File: src/rtl/rv_fetch_decode_pkg.sv
`default_nettype none
// +----------------------------------------------------------------------+
// | rv_fetch_decode_pkg : opcodes, ALU codes and FSM states               |
// | Rev 1.0                                                               |
// +----------------------------------------------------------------------+
package rv_fetch_decode_pkg;

    localparam logic [6:0]  OPC_OP      = 7'b0110011;
    localparam logic [31:0] ECALL_INSTR = 32'h0000_0073;

    localparam logic [6:0]  F7_BASE = 7'b0000000;
    localparam logic [6:0]  F7_ALT  = 7'b0100000;

    // Operation codes understood by the downstream ALU
    localparam logic [3:0] ALU_AND = 4'b0000;
    localparam logic [3:0] ALU_OR  = 4'b0001;
    localparam logic [3:0] ALU_ADD = 4'b0010;
    localparam logic [3:0] ALU_XOR = 4'b0011;
    localparam logic [3:0] ALU_SLL = 4'b0100;
    localparam logic [3:0] ALU_SRL = 4'b0101;
    localparam logic [3:0] ALU_SUB = 4'b0110;
    localparam logic [3:0] ALU_SLT = 4'b0111;

    typedef logic [2:0] state_t;
    localparam state_t ST_IDLE    = 3'd0;
    localparam state_t ST_FETCH   = 3'd1;
    localparam state_t ST_DECODE  = 3'd2;
    localparam state_t ST_EXECUTE = 3'd3;
    localparam state_t ST_HALT    = 3'd4;

endpackage : rv_fetch_decode_pkg
`default_nettype wire

File: src/rtl/rv_rtype_decoder.sv
`default_nettype none
// +----------------------------------------------------------------------+
// | rv_rtype_decoder : combinational RV32I R-type (OP) classifier         |
// | Rev 1.0                                                               |
// +----------------------------------------------------------------------+
module rv_rtype_decoder
    import rv_fetch_decode_pkg::*;
(
    input  logic [31:0] i_ir,
    output logic        o_legal,
    output logic [3:0]  o_alu_control,
    output logic [4:0]  o_rs1,
    output logic [4:0]  o_rs2,
    output logic [4:0]  o_rd
);

    logic [9:0] w_funct;

    assign w_funct = {i_ir[31:25], i_ir[14:12]};
    assign o_rs1   = i_ir[19:15];
    assign o_rs2   = i_ir[24:20];
    assign o_rd    = i_ir[11:7];

    always_comb begin
        o_legal       = 1'b0;
        o_alu_control = ALU_ADD;
        if (i_ir[6:0] == OPC_OP) begin
            o_legal = 1'b1;
            case (w_funct)
                {F7_BASE, 3'b000}: o_alu_control = ALU_ADD;
                {F7_ALT,  3'b000}: o_alu_control = ALU_SUB;
                {F7_BASE, 3'b111}: o_alu_control = ALU_AND;
                {F7_BASE, 3'b110}: o_alu_control = ALU_OR;
                {F7_BASE, 3'b100}: o_alu_control = ALU_XOR;
                {F7_BASE, 3'b001}: o_alu_control = ALU_SLL;
                {F7_BASE, 3'b101}: o_alu_control = ALU_SRL;
                {F7_BASE, 3'b010}: o_alu_control = ALU_SLT;
                default:           o_legal       = 1'b0;
            endcase
        end
    end

endmodule : rv_rtype_decoder
`default_nettype wire

File: src/rtl/rv_fetch_decode.sv
`default_nettype none
// +----------------------------------------------------------------------+
// | rv_fetch_decode : multi-cycle fetch/decode controller for R-type ops  |
// | Rev 1.0                                                               |
// +----------------------------------------------------------------------+
module rv_fetch_decode
    import rv_fetch_decode_pkg::*;
#(
    parameter logic [31:0] RESET_PC      = 32'h0000_0000,
    parameter int          FETCH_TIMEOUT = 16
) (
    input  logic        clk,
    input  logic        reset,
    input  logic        run,
    output logic        imem_req,
    output logic [31:0] imem_addr,
    input  logic        imem_ready,
    input  logic [31:0] imem_rdata,
    output logic [4:0]  read_reg1,
    output logic [4:0]  read_reg2,
    output logic [4:0]  write_reg,
    output logic [3:0]  alu_control,
    output logic        write_on_register,
    output logic [31:0] pc,
    output logic [31:0] retired_count,
    output logic        illegal_instr,
    output logic        halted,
    output logic        fetch_error
);

    localparam int                 c_cnt_w     = (FETCH_TIMEOUT > 2) ? $clog2(FETCH_TIMEOUT) : 1;
    localparam logic [c_cnt_w-1:0] c_wait_last = c_cnt_w'(FETCH_TIMEOUT - 1);

    state_t             r_state;
    logic [31:0]        r_ir;
    logic [c_cnt_w-1:0] r_wait_cnt;

    logic       w_legal;
    logic [3:0] w_alu;
    logic [4:0] w_rs1;
    logic [4:0] w_rs2;
    logic [4:0] w_rd;

    rv_rtype_decoder u_decoder (
        .i_ir          (r_ir),
        .o_legal       (w_legal),
        .o_alu_control (w_alu),
        .o_rs1         (w_rs1),
        .o_rs2         (w_rs2),
        .o_rd          (w_rd)
    );

    // pc is already a register, so the fetch address is registered too
    assign imem_addr = pc;

    always_ff @(posedge clk or negedge reset) begin
        if (!reset) begin
            r_state           <= ST_IDLE;
            r_ir              <= '0;
            r_wait_cnt        <= '0;
            pc                <= RESET_PC;
            imem_req          <= 1'b0;
            read_reg1         <= '0;
            read_reg2         <= '0;
            write_reg         <= '0;
            alu_control       <= '0;
            write_on_register <= 1'b0;
            retired_count     <= '0;
            illegal_instr     <= 1'b0;
            halted            <= 1'b0;
            fetch_error       <= 1'b0;
        end else begin
            illegal_instr     <= 1'b0;
            write_on_register <= 1'b0;
            case (r_state)
                ST_IDLE: begin
                    if (run) begin
                        r_state    <= ST_FETCH;
                        imem_req   <= 1'b1;
                        r_wait_cnt <= '0;
                    end
                end
                ST_FETCH: begin
                    if (imem_req && imem_ready) begin
                        r_ir     <= imem_rdata;
                        imem_req <= 1'b0;
                        r_state  <= ST_DECODE;
                    end else if (r_wait_cnt == c_wait_last) begin
                        fetch_error <= 1'b1;
                        halted      <= 1'b1;
                        imem_req    <= 1'b0;
                        r_state     <= ST_HALT;
                    end else begin
                        r_wait_cnt <= r_wait_cnt + 1'b1;
                    end
                end
                ST_DECODE: begin
                    read_reg1 <= w_rs1;
                    read_reg2 <= w_rs2;
                    write_reg <= w_rd;
                    if (w_legal) begin
                        alu_control       <= w_alu;
                        write_on_register <= (w_rd != 5'd0);
                        r_state           <= ST_EXECUTE;
                    end else if (r_ir == ECALL_INSTR) begin
                        halted  <= 1'b1;
                        r_state <= ST_HALT;
                    end else begin
                        // Skip the bad word and carry on with the next one
                        illegal_instr <= 1'b1;
                        pc            <= pc + 32'd4;
                        imem_req      <= 1'b1;
                        r_wait_cnt    <= '0;
                        r_state       <= ST_FETCH;
                    end
                end
                ST_EXECUTE: begin
                    retired_count <= retired_count + 32'd1;
                    pc            <= pc + 32'd4;
                    imem_req      <= 1'b1;
                    r_wait_cnt    <= '0;
                    r_state       <= ST_FETCH;
                end
                ST_HALT: begin
                    halted   <= 1'b1;
                    imem_req <= 1'b0;
                end
                default: begin
                    imem_req <= 1'b0;
                    r_state  <= ST_IDLE;
                end
            endcase
        end
    end

endmodule : rv_fetch_decode
`default_nettype wire

File: config.mk
export PLATFORM = sky130hd
export DESIGN_NAME = rv_fetch_decode
export DESIGN_NICKNAME = d
export VERILOG_FILES = /design/src/rtl/rv_fetch_decode_pkg.sv /design/src/rtl/rv_rtype_decoder.sv /design/src/rtl/rv_fetch_decode.sv
export SDC_FILE = /design/constraint.sdc
export NUM_CORES = 1
export LEC_CHECK = 0
export ABC_AREA = 1
export BUFFER_PORTS_ARGS = -buffer_cell sky130_fd_sc_hd__buf_2
export CORE_MARGIN = 3
export CORE_UTILIZATION = 49
export DETAILED_ROUTE_END_ITERATION = 6
export HOLD_SLACK_MARGIN = 0.06
export PLACE_DENSITY = 0.77
export SLEW_MARGIN = 20
export SYNTH_ARGS = -nofsm -noshare
export SYNTH_HDL_FRONTEND = slang
export SYNTH_SLANG_ARGS = --single-unit
File: constraint.sdc
create_clock -name clk -period 1.8 [get_ports clk]
set_clock_uncertainty 0.2 [all_clocks]
set_input_delay 0.09 -clock clk [delete_from_list [all_inputs] [get_ports clk]]
set_output_delay 0.09 -clock clk [all_outputs]
set_load 0.03 [all_outputs]
**Word-level counts from Yosys, hierarchy flattened**

Cells that the tools add are included.

- Word-level logic and storage cells: 92
- Register bits: 127

- Reductions and logical operators: 16
- Bitwise gates (word level): 2
- $add $sub $neg: 3
- Equal/unequal tests: 22
- Mux-type cells: 35

Operators with widths:

| cell | number |
|---|---|
| 2-to-1 mux 32 bit | 2 |
| one-hot mux 32 bit (2 select lines) | 1 |
| equality test 10 x 3 -> 1 bit, second input constant | 4 |
| adder 32 x 1 -> 32 bit, second input constant | 1 |
| adder 32 x 3 -> 32 bit, second input constant | 1 |
| equality test 32 x 7 -> 1 bit, second input constant | 1 |
| 2-to-1 mux 4 bit | 6 |
| one-hot mux 3 bit (7 select lines) | 1 |
| 2-to-1 mux 1 bit | 16 |
| one-hot mux 4 bit (4 select lines) | 1 |
| 2-to-1 mux 3 bit | 5 |
| one-hot mux 3 bit (5 select lines) | 1 |
| != test 2 bit, second input constant | 7 |
| equality test 10 x 1 -> 1 bit, second input constant | 1 |
| equality test 10 x 2 -> 1 bit, second input constant | 1 |
| equality test 10 x 9 -> 1 bit, second input constant | 1 |
| zero test 10 bit | 1 |
| AND reduction 3 bit | 3 |
| OR reduction 8 bit | 1 |
| equality test 7 x 6 -> 1 bit, second input constant | 1 |
| equality test 3 x 2 -> 1 bit, second input constant | 2 |
| AND reduction 6 bit | 1 |
| AND reduction 5 bit | 1 |
| nonzero test 5 bit | 1 |
| 15 further kinds | 17 |

**Depth between registers and ports, before layout**

- Depth after elaboration: 6
- Gate-level depth with buffers: 14

**By module**

A second synthesis with hierarchy kept.

- Cell total of the unflattened synthesis: 967
- Area, all modules: 7136.8 µm²

Modules (own cells, without submodules):

| module | instances | area an instance (µm²) | cells each |
|---|---|---|---|
| rv_fetch_decode | 1 | 6755.2 | 906 |
| rv_rtype_decoder | 1 | 381.6 | 61 |

**Least setup slack after synthesis**

OpenSTA, ideal clock, no wires.

- Kind: register -> register
- Start: register retired_count[0]
- End: register retired_count[20]
- Data required time: 1465 ps
- Library setup time: 135 ps
- Clock period less this slack: 2142 ps
- Buffers on the path: 0
- Cell stages (with the launch flop): 10
- Arrival: 1807 ps
- Path slack: -342 ps
- Cell sequence: dfrtp_1 -> ha_1 -> nand3_1 -> nor3_2 -> nand3_2 -> nor3_4 -> nand2_2 -> nor2_2 -> nand2_1 -> xnor2_2

- Cells in the longest elaborated chain, start to end: 1

Ends and longest elaborated chain:

| what | line | source |
|---|---|---|
| start: declaration | rv_fetch_decode.sv:25 | `output logic [31:0] retired_count,` |
| start signal: assignment | rv_fetch_decode.sv:118 | `retired_count <= retired_count + 32'd1;` |
| adder 32 x 1 -> 32 bit | rv_fetch_decode.sv:118 |  |

No other way between the ends.
A chain may end at the register's enable or synchronous reset.

**Worst setup path after layout**

- Start: register retired_count[1]
- End: register retired_count[16]

The elaborated chain is that of the path after synthesis.

==> results.sh <==
export IMPL_dieArea_sq_um=14600
export IMPL_synth_common_cells="nand2_1 (253), dfrtp_1 (124), nor2_1 (84)"
export IMPL_vias=6696
export IMPL_place_area_sq_um=8000
export IMPL_hold_end="r_ir[21]"
export IMPL_dp_final_hpwl_mm=12.1
export IMPL_crit_required_ns=1.94
export IMPL_min_path_cells=4
export IMPL_reg2reg_depth=9
export IMPL_status="finished with violations"
export IMPL_cp_end_kind="flop"
export IMPL_synth_top_family_by_area="simple AND/OR/NAND/NOR gates"
export IMPL_start_util=0.505
export IMPL_worstSkewPairLatency_ns=0.43
export IMPL_core_sq_um=12800
export IMPL_setup_viol=52
export IMPL_ys_ff_latch=124
export IMPL_r2r_end="retired_count[16]"
export IMPL_worstSetupPathType="reg -> reg"
export IMPL_synth_most_common_cell="nand2_1"
export IMPL_arrival_ns=2.22
export IMPL_fin_nets=1139
export IMPL_drtPass1Iterations=5
export IMPL_diodes=0
export IMPL_maxSlewViolCount=0
export IMPL_max_cap_viol_count=0
export IMPL_numCtsBuffers=17
export IMPL_drive_gt1_frac=0.403
export IMPL_hold_path_startpoint="imem_rdata[21]"
export IMPL_io_buffers=150
export IMPL_ys_async_sr_fraction=1.00
export IMPL_synthSimpleGateAreaFrac=0.286
export IMPL_die_h_um=121
export IMPL_ant_nets=0
export IMPL_vias_per_cell=5.21
export IMPL_htreeDepth=4
export IMPL_p_leak_nw=5.05
export IMPL_grt_pass1_vias=6297
export IMPL_hold_viol=0
export IMPL_synth_distinct_cells=37
export IMPL_synth_area_leaders="dfrtp_1 (48%), nand2_1 (15%), xor2_1 (5.7%)"
export IMPL_power_density_nw_per_um2=1190
export IMPL_finalCriticalPeriod_ns=2.08
export IMPL_fp_row_count=41
export IMPL_rsz0062_at_grt="yes"
export IMPL_worst_slack_ns=-0.280
export IMPL_clock_sinks=124
export IMPL_netlist_instances=807
export IMPL_period_share=1.16
export IMPL_violations="negative setup slack"
export IMPL_synth_top_area_frac=0.481
export IMPL_power_mw=11.6
export IMPL_hold_class="in -> reg"
export IMPL_crit_path_start_kind="flop"
export IMPL_syn_area_sq_um=6450
export IMPL_area_delta_synth_final_pct=51.3
export IMPL_ys_warn_count=0
export IMPL_synthAdderAreaFrac=0.00582
export IMPL_fill_cells=829
export IMPL_drtIter0Drc=518
export IMPL_grt_start_max_net_pins=71
export IMPL_synth_flop_cell="dfrtp_1"
export IMPL_antenna_found_initial=0
export IMPL_drc=0
export IMPL_max_freq_mhz=481
export IMPL_synth_mux_area_frac=0
export IMPL_synth_edf_count=0
export IMPL_grt_pass1_wl_mm=29.8
export IMPL_grt_usage=0.260
export IMPL_dp_cells=1187
export IMPL_instances_no_fill=1285
export IMPL_wl_per_cell_um=16.2
export IMPL_cts_tree="built"
export IMPL_cts_root_buf="clkbuf_16"
export IMPL_seq_area_frac_synth=0.481
export IMPL_clk_pin_slew_ns=0.06
export IMPL_synth_xor_area_frac=0.0771
export IMPL_synth_top_area_cell="dfrtp_1"
export IMPL_final_area_sq_um=9770
export IMPL_r2r_start="retired_count[1]"
export IMPL_crit_fanout=4
export IMPL_multi_input_area_sq_um=3170
export IMPL_reg2reg_slack_ns=-0.28
export IMPL_grt_overflow=0
export IMPL_cts_path_max_buffers=2
export IMPL_synth_area_per_cell_sq_um=8.00
export IMPL_synth_compound_area_frac=0.0496
export IMPL_die_w_um=121
export IMPL_wirelength_mm=20.9
export IMPL_regArea_sq_um=3130
export IMPL_peakVddDrop_mv=1.26
export IMPL_gp_congestion=0.931
export IMPL_io_pins=156
layer usage:
layer  GRT usage  wire, um
met3      0.0650      1510
met1       0.324      8190
met4      0.0956       690
met5           0         0
met2       0.440     10500
logic make-up after synthesis:
group	count (synthesis)
flops	124
fa+ha+maj	3
other cells	1
compound gates	60
simple gates	436
buf+inv	127
xor+xnor	56
per-stage QoR:
step	setup TNS, ns	hold WS [ns]	setup slack [ns]	utilization
4_1_cts	-2.60	0.184	-0.120	0.712
6_report	-7.14	0.209	-0.280	0.765
3_5_place_dp	-3.73	-0.0858	-0.160	0.626
5_1_grt	-14.09	0.209	-0.371	0.765
3_3_place_gp	-1.15	-0.0924	-0.0776	0.626
2_1_floorplan	-0.527	-0.406	-0.196	-
what timing repair did:
| action | CTS | global route |
|---|---|---|
| setup endpoints to repair | 45 | 81 |
| gates cloned | 1 | 9 |
| setup buffers | 7 | 18 |
| pin swaps | 10 | 29 |
| hold buffers | 36 | 0 |
| hold endpoints to repair | 163 | 0 |
| resized for setup | 17 | 117 |
worst max path at each step:
stage	slack [ns]	depth (start not counted)	endpoint	from
2_1_floorplan	-0.20	9	retired_count[20]	retired_count[0]
3_3_place_gp	-0.08	11	imem_addr[7]	r_ir[14]
3_5_place_dp	-0.16	11	imem_addr[10]	r_ir[27]
4_1_cts	-0.12	11	imem_addr[10]	r_ir[14]
5_1_grt	-0.37	9	retired_count[16]	retired_count[0]
6_report	-0.28	9	retired_count[16]	retired_count[1]
worst max-delay path, cell delays in order (launching register included):
cell and delay [ns]:
dfrtp_2 0.42, ha_4 0.16, nand3_4 0.09, nor3_4 0.14
nand3_2 0.13, nor3_4 0.25, nand2_2 0.16, nor2_4 0.16
buf_4 0.13, xor2_1 0.15
where the power goes:
group / total, mW / switching, mW / internal [mW]
clock: 3.49 / 1.39 / 2.10
sequential: 4.01 / 0.568 / 3.44
combinational: 4.14 / 2.47 / 1.67
cell usage in the layout, fill, tap and decap left out, types with 15 or more instances in the layout:
| cell type | count |
|---|---|
| nor3_1 | 24 |
| buf_4 | 112 |
| xor2_1 | 41 |
| nand3_1 | 23 |
| nand2_1 | 226 |
| dlygate4sd3_1 | 36 |
| inv_1 | 64 |
| o21ai_0 | 24 |
| buf_2 | 149 |
| nand4_1 | 15 |
| o21ai_1 | 15 |
| nor2_2 | 21 |
| nor2_1 | 62 |
| dfrtp_2 | 20 |
| nand2_2 | 22 |
| dfrtp_1 | 104 |
| clkbuf_16 | 23 |
final cells by class:
class,count,area share
Sequential cell,124,0.320
Tap cell,172,0.0220
Timing Repair Buffer,320,0.241
Clock buffer,18,0.0450
Clock inverter,14,0.0161
Inverter,75,0.0304
Multi-Input combinational cell,561,0.324
Timing Repair inverter,1,0.000897
Note: power is estimated with default switching activity, not from simulation.
